===== src/rtl/interrupt_ctrl.sv =====
`default_nettype none
// ============================================================================
//  Module   : interrupt_ctrl
//  Purpose  : Interrupt front end for the opcode/control FSM. Synchronises
//             the active-low NMI/IRQ/RES pins, edge-detects NMI (with a
//             one-deep queue), masks IRQ with the I flag plus a short
//             post-service holdoff, and glitch-filters reset. Presents
//             registered, prioritised (rst > nmi > irq) request levels.
//  Ports    : phi1        - clock, rising edge
//             rst         - asynchronous active-low reset
//             nmi_n/irq_n/res_n - raw active-low interrupt pins
//             statusI     - I flag (1 = IRQ masked)
//             nmiHandled/irqHandled/rstHandled - end-of-sequence pulses
//             rstReq/nmi/irq - request levels to the FSM
//             intPending  - any request active
//             intSel      - 00 none, 01 irq, 10 nmi, 11 rst
//  Revision : 1.0 - initial release
// ============================================================================
module interrupt_ctrl #(
    parameter int SYNC_STAGES = 2,
    parameter int RST_MIN     = 2,
    parameter int IRQ_HOLDOFF = 2
) (
    input  logic       phi1,
    input  logic       rst,
    input  logic       nmi_n,
    input  logic       irq_n,
    input  logic       res_n,
    input  logic       statusI,
    input  logic       nmiHandled,
    input  logic       irqHandled,
    input  logic       rstHandled,
    output logic       rstReq,
    output logic       nmi,
    output logic       irq,
    output logic       intPending,
    output logic [1:0] intSel
);

    localparam logic [3:0] c_RST_MIN = 4'(RST_MIN);
    localparam logic [2:0] c_HOLD    = 3'(IRQ_HOLDOFF);

    typedef enum logic [1:0] {
        R_IDLE    = 2'd0,
        R_COUNT   = 2'd1,
        R_PEND    = 2'd2,
        R_WAITREL = 2'd3
    } rstate_t;

    // ------------------------------------------------------------------
    // Pin synchronisers (idle value 1 = deasserted)
    // ------------------------------------------------------------------
    logic [SYNC_STAGES-1:0] r_nmi_sync;
    logic [SYNC_STAGES-1:0] r_irq_sync;
    logic [SYNC_STAGES-1:0] r_res_sync;

    always_ff @(posedge phi1 or negedge rst) begin
        if (!rst) begin
            r_nmi_sync <= '1;
            r_irq_sync <= '1;
            r_res_sync <= '1;
        end else begin
            r_nmi_sync <= {r_nmi_sync[SYNC_STAGES-2:0], nmi_n};
            r_irq_sync <= {r_irq_sync[SYNC_STAGES-2:0], irq_n};
            r_res_sync <= {r_res_sync[SYNC_STAGES-2:0], res_n};
        end
    end

    logic w_ns;
    logic w_is;
    logic w_rs;
    assign w_ns = r_nmi_sync[SYNC_STAGES-1];
    assign w_is = r_irq_sync[SYNC_STAGES-1];
    assign w_rs = r_res_sync[SYNC_STAGES-1];

    // ------------------------------------------------------------------
    // State
    // ------------------------------------------------------------------
    rstate_t    r_state;
    logic [3:0] r_cnt;
    logic       r_prev_ns;
    logic       r_nmi_lat;
    logic       r_nmi_q;
    logic [2:0] r_hold;

    // ------------------------------------------------------------------
    // Next-state logic
    // ------------------------------------------------------------------
    rstate_t    w_state_next;
    logic [3:0] w_cnt_next;
    logic       w_req_next;
    logic       w_rst_entry;
    logic       w_nmi_edge;
    logic       w_lat_next;
    logic       w_q_next;
    logic [2:0] w_hold_next;
    logic       w_nmi_next;
    logic       w_irq_next;
    logic [1:0] w_sel_next;

    always_comb begin
        w_state_next = r_state;
        w_cnt_next   = r_cnt;
        case (r_state)
            R_IDLE: begin
                if (!w_rs) begin
                    if (RST_MIN == 1) begin
                        w_state_next = R_PEND;
                        w_cnt_next   = 4'd0;
                    end else begin
                        w_state_next = R_COUNT;
                        w_cnt_next   = 4'd1;
                    end
                end
            end
            R_COUNT: begin
                if (w_rs) begin
                    // Pin released before qualifying: glitch rejected
                    w_state_next = R_IDLE;
                    w_cnt_next   = 4'd0;
                end else if (r_cnt + 4'd1 == c_RST_MIN) begin
                    w_state_next = R_PEND;
                    w_cnt_next   = 4'd0;
                end else begin
                    w_cnt_next   = r_cnt + 4'd1;
                end
            end
            R_PEND: begin
                // Pin activity is ignored until the FSM finishes reset
                if (rstHandled) begin
                    w_state_next = w_rs ? R_IDLE : R_WAITREL;
                end
            end
            R_WAITREL: begin
                // Pin still held after reset: wait for release before re-arming
                if (w_rs) begin
                    w_state_next = R_IDLE;
                end
            end
            default: begin
                w_state_next = R_IDLE;
                w_cnt_next   = 4'd0;
            end
        endcase

        w_req_next  = (w_state_next == R_PEND);
        w_rst_entry = w_req_next && (r_state != R_PEND);

        // NMI edge latch with a one-deep queue behind it
        w_nmi_edge = r_prev_ns & ~w_ns;
        w_lat_next = r_nmi_lat;
        w_q_next   = r_nmi_q;
        if (w_rst_entry) begin
            w_lat_next = 1'b0;
            w_q_next   = 1'b0;
        end else if (nmiHandled && r_nmi_lat) begin
            if (r_nmi_q) begin
                // Queued edge becomes the active request; a coincident edge refills the queue
                w_lat_next = 1'b1;
                w_q_next   = w_nmi_edge;
            end else begin
                // A coincident new edge keeps the request alive
                w_lat_next = w_nmi_edge;
            end
        end else if (w_nmi_edge) begin
            if (!r_nmi_lat) begin
                w_lat_next = 1'b1;
            end else begin
                w_q_next   = 1'b1;
            end
        end

        // Holdoff covers the lag before the FSM's I-flag write lands
        w_hold_next = r_hold;
        if (w_rst_entry) begin
            w_hold_next = 3'd0;
        end else if (irqHandled) begin
            w_hold_next = c_HOLD;
        end else if (r_hold != 3'd0) begin
            w_hold_next = r_hold - 3'd1;
        end

        w_nmi_next = w_lat_next & ~w_req_next;
        // The handled cycle itself also drops the request, then the holdoff runs
        w_irq_next = ~w_is & ~statusI & (r_hold == 3'd0) & ~irqHandled & ~w_req_next;

        if (w_req_next) begin
            w_sel_next = 2'b11;
        end else if (w_nmi_next) begin
            w_sel_next = 2'b10;
        end else if (w_irq_next) begin
            w_sel_next = 2'b01;
        end else begin
            w_sel_next = 2'b00;
        end
    end

    // ------------------------------------------------------------------
    // Registers and registered outputs
    // ------------------------------------------------------------------
    always_ff @(posedge phi1 or negedge rst) begin
        if (!rst) begin
            r_state    <= R_IDLE;
            r_cnt      <= 4'd0;
            r_prev_ns  <= 1'b1;
            r_nmi_lat  <= 1'b0;
            r_nmi_q    <= 1'b0;
            r_hold     <= 3'd0;
            rstReq     <= 1'b0;
            nmi        <= 1'b0;
            irq        <= 1'b0;
            intPending <= 1'b0;
            intSel     <= 2'b00;
        end else begin
            r_state    <= w_state_next;
            r_cnt      <= w_cnt_next;
            r_prev_ns  <= w_ns;
            r_nmi_lat  <= w_lat_next;
            r_nmi_q    <= w_q_next;
            r_hold     <= w_hold_next;
            rstReq     <= w_req_next;
            nmi        <= w_nmi_next;
            irq        <= w_irq_next;
            intPending <= w_req_next | w_nmi_next | w_irq_next;
            intSel     <= w_sel_next;
        end
    end

endmodule
`default_nettype wire

===== config.mk =====
export PLATFORM = sky130hd
export DESIGN_NAME = interrupt_ctrl
export DESIGN_NICKNAME = d
export VERILOG_FILES = /design/src/rtl/interrupt_ctrl.sv
export SDC_FILE = /design/constraint.sdc
export NUM_CORES = 1
export LEC_CHECK = 0
export ABC_AREA = 1
export BUFFER_PORTS_ARGS = -buffer_cell sky130_fd_sc_hd__buf_2
export CORE_MARGIN = 10
export CORE_UTILIZATION = 45
export CTS_CLUSTER_SIZE = 14
export DETAILED_ROUTE_END_ITERATION = 12
export GPL_ROUTABILITY_DRIVEN = 0
export PLACE_DENSITY = 0.7
export SLEW_MARGIN = 0
export SYNTH_ARGS = -nofsm -noshare
export SYNTH_HDL_FRONTEND = slang
export SYNTH_SLANG_ARGS = --single-unit

===== constraint.sdc =====
create_clock -name phi1 -period 1.4 [get_ports phi1]
set_input_delay 0.07 -clock phi1 [delete_from_list [all_inputs] [get_ports phi1]]
set_output_delay 0.07 -clock phi1 [all_outputs]
set_load 0.01 [all_outputs]

==> results.yml, run 1 <==
timing:
  tightest_slew_ns: 0.515
  clock-skew-final_ns: 0.00303
  fin_crit_sh_pct: 98.3
  hold_violations: 0
  fmax_mhz: 727
  setup_slack_ns: 0.0241
  maxSlewHeadroom_pct: 65.7
  maxSlewViolCount: 0
  setup_violations: 0
  rsz0062_at_grt: "true"
  fin_crit_ns: 1.38
worst_hold_path:
  hp-start: "irqHandled"
  hp-class: "in -> reg"
  hold_depth: 4
  worstHoldEndpoint: "r_hold[0]$_DFFE_PN0P_"
clocking:
  path_clk_slew_ns: 0.13
  clk_latency_ns: 0.32
  htree_levels: 1
  numCtsBuffers: 3
  clock_sinks: 24
  cts_tree: "built"
  cts_root_buffer: "clkbuf_4"
  cts_max_path_buffers: 2
critical_path:
  crit_path_end_kind: "flop"
  r2r-start: "r_cnt[1]$_DFFE_PN0P_"
  crit_path_frequent_cell: "nand2_2"
  r2r_cells: 9
  crit_arrival_ns: 1.64
  startpoint_type: "flop"
  critPathKind: "reg -> reg"
  critPathRequiredTime_ns: 1.66
  r2r_end: "intPending$_DFF_PN0_"
  r2r_slack_ns: 0.02
  crit_buf_inv: 1
  worstPathCellList: "ha_2 -> inv_1 -> nand2_1 -> nand2_2 -> nor2_4 -> nand3_1 -> nand2_2 -> nand2_4 -> nand3_2"
  slowest_delay_ns: 0.41
  critPathSlowestCell: "dfrtp_1"
  cp_max_fo: 4
  cp_top_family: "simple AND/OR/NAND/NOR gates"
final_layout:
  drive_above_1_share_pct: 33.1
  multi_input_area_um2: 375
  diodes: 0
  syn2layout_area_growth_pct: 19.9
  ff_latch_area_um2: 609
  fin_util_pct: 57.2
  fin_nets: 141
  nFillCells: 209
route:
  drcViolationCount: 0
  vias: 728
  drtIter0Drc: 31
  vias_per_cell: 4.70
  post_drt_wl_per_cell_um: 11.8
  drt_wl_total_um: 1830
  dr.pass1.iters: 2
  ant_nets: 0
placement:
  place_ws_ns: 0.0347
  hpwl_um: 1420
  port_buffers: 14
synth:
  async_flop_share_pct: 100
  synth_cell_types: 23
  ys_ff_latch: 24
  ys.flop_type: "dfrtp_1"
  synth-edff-count: 0
  synth_nets: 117
  yosysMostFrequentCell: "nand2_1"
  yosysTopAreaCell: "dfrtp_1"
  syn_area_per_cell_um2: 10.1
  synth_area_leaders: "dfrtp_1 40%, dfstp_2 17%, nand2_1 7.1%, inv_1 6.4%, ha_1 4.7%"
  syn_inst: 104
  synth_common_cells: "20 x nand2_1, 18 x inv_1, 17 x dfrtp_1, 7 x dfstp_2, 7 x o21ai_0"
  yosysSeqAreaShare_pct: 57.8
  ys.warnings.count: 0
  syn-cell-area_um2: 1050
  yosys.area.top_type_share_pct: 40.3
outcome:
  status: "complete, no violations"
global_routing:
  grt_pass1_wl_um: 3210
  antenna_found_initial: 0
  grt_overflow: 0
  grt_max_degree: 25
  grt_pass1_vias: 818
  grt_usage_pct: 9.14
floorplan:
  start_util_pct: 47.7
  dieWidth_um: 68.4
  num_rows: 17
  ioPinCount: 15
  coreArea_um2: 2210
  die_y_um: 68.4
  fp.dieArea_um2: 4680
power:
  power_density_nw_per_um2: 1780
  power_leakage_uw: 0.000665
  vdd_drop_max_mv: 0.958
  power.total_uw: 2250
job:
  drv_cap: 0
worst reg2reg max path, delay by kind of cell, from the launching register on:
family / cells / cell delay [ns]
flip-flops: 1 / 0.41
AND/OR/NAND/NOR: 7 / 0.67
adder cells (fa/ha/maj): 1 / 0.20
buffers and inverters: 1 / 0.04
worst max path at each step:
stage                                     from                    end  slack [ns]  cells after the start
after floorplan           r_cnt[0]$_DFFE_PN0P_   intPending$_DFF_PN0_        0.12                      9
after global placement    r_cnt[0]$_DFFE_PN0P_  r_hold[1]$_DFFE_PN0P_        0.09                      7
after detailed placement  r_cnt[0]$_DFFE_PN0P_   intPending$_DFF_PN0_        0.03                      9
after CTS                 r_cnt[0]$_DFFE_PN0P_   intPending$_DFF_PN0_        0.02                      9
after global routing      r_cnt[0]$_DFFE_PN0P_   intPending$_DFF_PN0_       -0.05                      9
final                     r_cnt[1]$_DFFE_PN0P_   intPending$_DFF_PN0_        0.02                      9
flip-flops by register name, indices dropped and copies added, names as in the netlist, 2 cells and up:
| register | cells |
|---|---|
| intSel | 2 |
| r_state | 2 |
| r_nmi_sync | 2 |
| r_cnt | 4 |
| r_irq_sync | 2 |
| r_res_sync | 2 |
| r_hold | 3 |
routing by layer:
layer  track usage (%)  routed length, µm
met4              6.03                 45
met2              16.8                947
met1              8.74                750
met5                 0                  0
met3              2.28                 87
placed cells by master (no fill, tap or decap), types with 2 or more instances in the layout:
cell type / netlist / layout
dfstp_2: 7 / 7
a21oi_1: 3 / 3
dfrtp_1: 17 / 17
inv_1: 18 / 18
nand2_4: 2 / 2
nand3_1: 3 / 3
nand2_2: 4 / 5
ha_1: 4 / 3
nand2_1: 20 / 19
dlygate4sd3_1: 0 / 4
inv_2: 2 / 2
buf_2: 0 / 14
clkbuf_4: 0 / 3
nor2_1: 6 / 6
o21ai_0: 7 / 7
where the power goes:
group | total, µW | leakage [µW] | internal [µW] | switching [µW]
sequential | 962 | 0.000292 | 872 | 90.0
combinational | 781 | 0.000345 | 315 | 467
clock | 502 | 0.0000279 | 290 | 213
stage by stage:
stage / std cells / instance area, µm² / hold slack (ns) / setup TNS [ns]
after floorplan: 104 / 1050 / -0.226 / 0
after global placement: 147 / 1170 / 0.0731 / 0
after detailed placement: 147 / 1170 / 0.0768 / 0
after CTS: 155 / 1260 / 0.0385 / 0
after global routing: 155 / 1260 / 0.0373 / -0.270
final: 155 / 1260 / 0.0298 / 0
cell families after synthesis:
kind of cell	synth area share, %
AND/OR/NAND/NOR	22.2
flip-flops	57.8
buffers and inverters	7.12
adder cells (fa/ha/maj)	4.75
AO/OA/AOI/OAI	7.35
XOR/XNOR	0.831
layout make-up:
type / instances / share of cell area [%]
clock buffer: 3 / 1.78
clock inverter: 1 / 2.37
inverter: 20 / 5.93
multi-input combinational: 60 / 29.7
sequential: 24 / 48.2
tap: 28 / 2.77
timing repair buffer: 19 / 9.30
what timing repair did:
action / CTS / global route
buffers inserted: 0 / 0
hold buffers: 4 / 0
endpoints found under the hold margin: 20 / 0
resized for setup: 0 / 2
setup endpoints to repair: 0 / 10
Note: power is estimated with default switching activity, not from simulation.
==> inputs of run 2 (changes only) <==
--- a/config.mk
+++ b/config.mk
@@ -7,12 +7,14 @@
 export LEC_CHECK = 0
 export ABC_AREA = 1
 export BUFFER_PORTS_ARGS = -buffer_cell sky130_fd_sc_hd__buf_2
+export CELL_PAD_IN_SITES_DETAIL_PLACEMENT = 1
+export CELL_PAD_IN_SITES_GLOBAL_PLACEMENT = 1
 export CORE_MARGIN = 10
-export CORE_UTILIZATION = 45
+export CORE_UTILIZATION = 42
 export CTS_CLUSTER_SIZE = 14
 export DETAILED_ROUTE_END_ITERATION = 12
 export GPL_ROUTABILITY_DRIVEN = 0
-export PLACE_DENSITY = 0.7
+export PLACE_DENSITY = 0.81
 export SLEW_MARGIN = 0
 export SYNTH_ARGS = -nofsm -noshare
 export SYNTH_HDL_FRONTEND = slang
==> run 2 against run 1 <==
Worst hold slack gained 0.034 ns. Global-route usage rose by 0.36 points. Via count rose by 6.0%. Setup slack worse by 0.0029 ns. Combinational power rose by 13%. Critical path depth down 1. Critical path type unchanged. Register-to-register slack about the same. Design area grew 2.2%. Sequential power increased by 0.4%. Clock power increased by 1%. Power is 4.8% higher. Critical endpoint is now nmi$_DFF_PN0_. Die area rose by 5.0%. Highest routed layer unchanged.
==> results.yml, run 2 (synthesis results as in run 1) <==
outcome:
  status: "complete, no violations"
route:
  dr.pass1.iters: 4
  drcViolationCount: 0
  vias_per_cell: 4.86
  post_drt_wl_per_cell_um: 14.6
  drt_wl_total_um: 2320
  drtIter0Drc: 22
  vias: 772
  ant_nets: 0
critical_path:
  critPathKind: "reg -> reg"
  crit_path_end_kind: "flop"
  critPathRequiredTime_ns: 1.62
  startpoint_type: "flop"
  r2r_slack_ns: 0.02
  crit_arrival_ns: 1.60
  cp_max_fo: 5
clocking:
  cts_root_buffer: "clkbuf_4"
  cts_max_path_buffers: 2
  clock_sinks: 24
  htree_levels: 1
  clk_latency_ns: 0.32
  path_clk_slew_ns: 0.14
  cts_tree: "built"
  numCtsBuffers: 3
timing:
  setup_slack_ns: 0.0212
  clock-skew-final_ns: 0.00440
  maxSlewHeadroom_pct: 64.6
  rsz0062_at_grt: "true"
  maxSlewViolCount: 0
  tightest_slew_ns: 0.532
  fin_crit_sh_pct: 98.5
  fin_crit_ns: 1.38
  hold_violations: 0
  setup_violations: 0
  tns_ns: 0
  fmax_mhz: 725
power:
  power_density_nw_per_um2: 1820
  vdd_drop_max_mv: 1.12
  power_leakage_uw: 0.000678
floorplan:
  die_y_um: 70.1
  start_util_pct: 43.4
  coreArea_um2: 2430
  ioPinCount: 15
  num_rows: 18
  dieWidth_um: 70.1
  fp.dieArea_um2: 4920
global_routing:
  grt_pass1_vias: 868
  antenna_found_initial: 0
  grt_pass1_wl_um: 3830
  grt_max_degree: 25
  grt_usage_pct: 9.51
  grt_overflow: 0
final_layout:
  final_common_cell: "nand2_1"
  syn2layout_area_growth_pct: 22.5
  fin_nets: 143
  drive_above_1_share_pct: 36.4
  diodes: 0
  largest-register: "r_cnt"
  multi_input_area_um2: 385
  ff_latch_area_um2: 609
  reg.largest.list: "r_cnt (4), r_hold (3)"
  largest_reg_flops: 4
  nFillCells: 277
  final_cell_mix: "19 x nand2_1, 17 x dfrtp_1, 16 x inv_1"
placement:
  hpwl_um: 1740
  port_buffers: 14
  place_ws_ns: -0.00763
worst_hold_path:
  hp-class: "in -> reg"
job:
  drv_cap: 0
## run 2: cell count changes in the layout (fill, tap and decap cells not counted)
cell	delta
nand2_2	-1
nand3_1	-1
buf_4	+2
nand2_4	+1
nand3_2	+1
inv_1	-2
inv_2	+2
## run 2: final cells by class
type                    instances  share of cell area (%)
well taps                      30                    2.90
clock buffers                   3                    1.74
repair buffers                 21                    10.3
inverters                      20                    5.81
multi-input cells              60                    29.8
clock inverters                 1                    2.32
flip-flops and latches         24                    47.1
## run 2: metrics by stage
stage                     util [%]  instance area [µm²]  std cells  total power [µW]  hold WS [ns]
final                         53.1                 1290        159              2350        0.0636
after global routing          53.1                 1290        159              2520        0.0865
after CTS                     51.9                 1260        157              2320        0.0638
after detailed placement      47.8                 1160        148              1780        0.0791
after global placement        47.8                 1160        148              1710        0.0751
after floorplan                  -                 1050        104              1530        -0.226
## run 2: per-layer routing
layer	routed length, µm	GRT usage [%]
met5	0	0
met4	54	3.95
met3	90	2.68
met2	1270	18.2
met1	906	9.14
## run 2: where the power goes
part | total [µW] | switching [µW] | internal, µW | leakage, µW
Sequential | 966 | 93.5 | 872 | 0.000292
Clock | 507 | 218 | 290 | 0.0000279
Combinational | 882 | 533 | 348 | 0.000359
## run 2: worst paths after layout
check | endpoint | cells after the start | start
max in group asynchronous | r_res_sync[1]$_DFF_PN1_ | 2 | rst
worst max-delay path | nmi$_DFF_PN0_ | 8 | r_cnt[1]$_DFFE_PN0P_
min in group asynchronous | r_hold[2]$_DFFE_PN0P_ | 2 | rst
worst min-delay path | irq$_DFF_PN0_ | 4 | statusI
worst max register to register | nmi$_DFF_PN0_ | 8 | r_cnt[1]$_DFFE_PN0P_
worst min register to register | r_res_sync[1]$_DFF_PN1_ | 0 | r_res_sync[0]$_DFF_PN1_
## run 2: critical path, stage by stage (launching register included)
cell and delay (ns):
dfrtp_1 0.42, ha_2 0.21, inv_2 0.04, nand2_2 0.05, nand2_2 0.07, nor2_4 0.16
nand3_4 0.12, nand2_4 0.12, a21oi_1 0.09
## run 2: timing repair
action	in CTS	in global routing
endpoints found under the setup margin	8	10
resized for setup	0	6
hold buffers	4	0
pin swaps	0	7
setup buffers	1	2
hold endpoints to repair	20	0
==> inputs of run 3 (changes only) <==
--- a/config.mk
+++ b/config.mk
@@ -14,7 +14,7 @@
 export CTS_CLUSTER_SIZE = 14
 export DETAILED_ROUTE_END_ITERATION = 12
 export GPL_ROUTABILITY_DRIVEN = 0
-export PLACE_DENSITY = 0.81
+export PLACE_DENSITY = 0.85
 export SLEW_MARGIN = 0
 export SYNTH_ARGS = -nofsm -noshare
 export SYNTH_HDL_FRONTEND = slang
==> run 3 against run 2 <==
Register-to-register slack is essentially flat. Final cell count grew 0.63%. Worst hold slack lost 0.014 ns.
==> results.yml, run 3 (synthesis results as in run 1) <==
outcome:
  status: "complete, no violations"
placement:
  placed_cell_area_um2: 1170
  hpwl_um: 1790
  port_buffers: 14
  numPlacedInstances: 149
timing:
  fin_crit_ns: 1.38
  clock-skew-final_ns: 0.00422
  fmax_mhz: 724
  tightest_slew_ns: 0.530
  maxSlewHeadroom_pct: 64.7
  setup_violations: 0
  rsz0062_at_grt: "true"
  fin_crit_sh_pct: 98.7
  maxSlewViolCount: 0
  hold_violations: 0
global_routing:
  antenna_found_initial: 0
  grt_usage_pct: 9.90
  grt_pass1_wl_um: 3990
  grt_pass1_vias: 895
  grt_max_degree: 25
  grt_overflow: 0
critical_path:
  critPathRequiredTime_ns: 1.66
  crit_path_end_kind: "flop"
  cp_max_fo: 5
  crit_arrival_ns: 1.64
  critPathKind: "reg -> reg"
  startpoint_type: "flop"
floorplan:
  num_rows: 18
  dieWidth_um: 70.1
  coreArea_um2: 2430
  fp.dieArea_um2: 4920
  start_util_pct: 43.4
  die_y_um: 70.1
  ioPinCount: 15
clocking:
  htree_levels: 1
  path_clk_slew_ns: 0.13
  clk_latency_ns: 0.32
  cts_root_buffer: "clkbuf_4"
  cts_tree: "built"
  numCtsBuffers: 3
  cts_max_path_buffers: 2
  clock_sinks: 24
route:
  drt_wl_total_um: 2240
  vias_per_cell: 4.86
  post_drt_wl_per_cell_um: 14.0
  drcViolationCount: 0
  dr.pass1.iters: 4
  drtIter0Drc: 8
  vias: 777
  ant_nets: 0
final_layout:
  multi_input_area_um2: 402
  ff_latch_area_um2: 609
  drive_above_1_share_pct: 40.8
  syn2layout_area_growth_pct: 23.3
  largest_reg_flops: 4
  nFillCells: 282
  reg.largest.list: "r_cnt (4), r_hold (3)"
  diodes: 0
  final_cell_mix: "17 x inv_1, 17 x nand2_1, 17 x dfrtp_1"
  fin_util_pct: 53.4
  post-route-cell-area_um2: 1300
  stdcell_count: 160
  fin_nets: 144
  largest-register: "r_cnt"
job:
  drv_cap: 0
power:
  power_leakage_uw: 0.000676
  power_density_nw_per_um2: 1740
  vdd_drop_max_mv: 1.21
worst_hold_path:
  hp-class: "in -> reg"
## run 3: cell count changes in the layout (fill, tap and decap cells not counted), sizes merged
cell	delta
buf	+1
bufinv	-1
clkbuf	+1
## run 3: worst max-delay path, cell delays in order (launching register included)
cell and delay [ns]:
dfrtp_1 0.43, ha_2 0.21, nand2_2 0.07, nand2_2 0.07, nor2_4 0.13, nand3_4 0.14
nand2_4 0.11, nand2_4 0.08, o21ai_2 0.06
## run 3: layout make-up
type                            instances  area share [%]
Inverter                               20            5.77
Timing Repair Buffer                   22            10.8
Clock buffer                            4            2.79
Tap cell                               30            2.89
Multi-Input combinational cell         60            30.9
Sequential cell                        24            46.9
## run 3: power by group
part	total, µW	internal (µW)	switching (µW)
clock	366	159	206
combinational	928	384	544
sequential	966	872	93.7
total	2260	1420	844
## run 3: metrics by stage
step / hold slack (ns) / TNS (ns) / total power (µW) / worst slack (ns)
after global routing: 0.0575 / -0.354 / 2450 / -0.0758
final: 0.0497 / 0 / 2260 / 0.0188
after floorplan: -0.226 / 0 / 1530 / 0.119
after CTS: 0.0826 / 0 / 2190 / 0.00775
after global placement: 0.0716 / 0 / 1730 / 0.0913
after detailed placement: 0.0834 / 0 / 1810 / 0.0178
## run 3: metal layers
metal  GRT usage [%]  share of wire [%]  up-vias
met2            18.1                 57       11
met3            2.68                3.3        4
met1            10.1                 39      390
met4            4.61                1.2        0
met5               0                  0        -
li1                -                  -      372
## run 3: final timing paths
path	start	to	slack, ns	cells after the start
worst max-delay path	r_cnt[1]$_DFFE_PN0P_	intSel[0]$_DFF_PN0_	0.02	8
min in group asynchronous	rst	r_hold[0]$_DFFE_PN0P_	0.25	2
worst min register to register	r_res_sync[0]$_DFF_PN1_	r_res_sync[1]$_DFF_PN1_	0.37	0
worst min-delay path	irqHandled	r_hold[0]$_DFFE_PN0P_	0.05	4
max in group asynchronous	rst	r_res_sync[1]$_DFF_PN1_	0.78	2
worst max register to register	r_cnt[1]$_DFFE_PN0P_	intSel[0]$_DFF_PN0_	0.02	8
## run 3: timing repair
action / 4_1_cts / 5_1_grt
hold endpoints to repair: 20 / 0
gates resized for setup: 0 / 11
hold buffers: 4 / 0
setup buffers: 0 / 3
endpoints found under the setup margin: 0 / 11
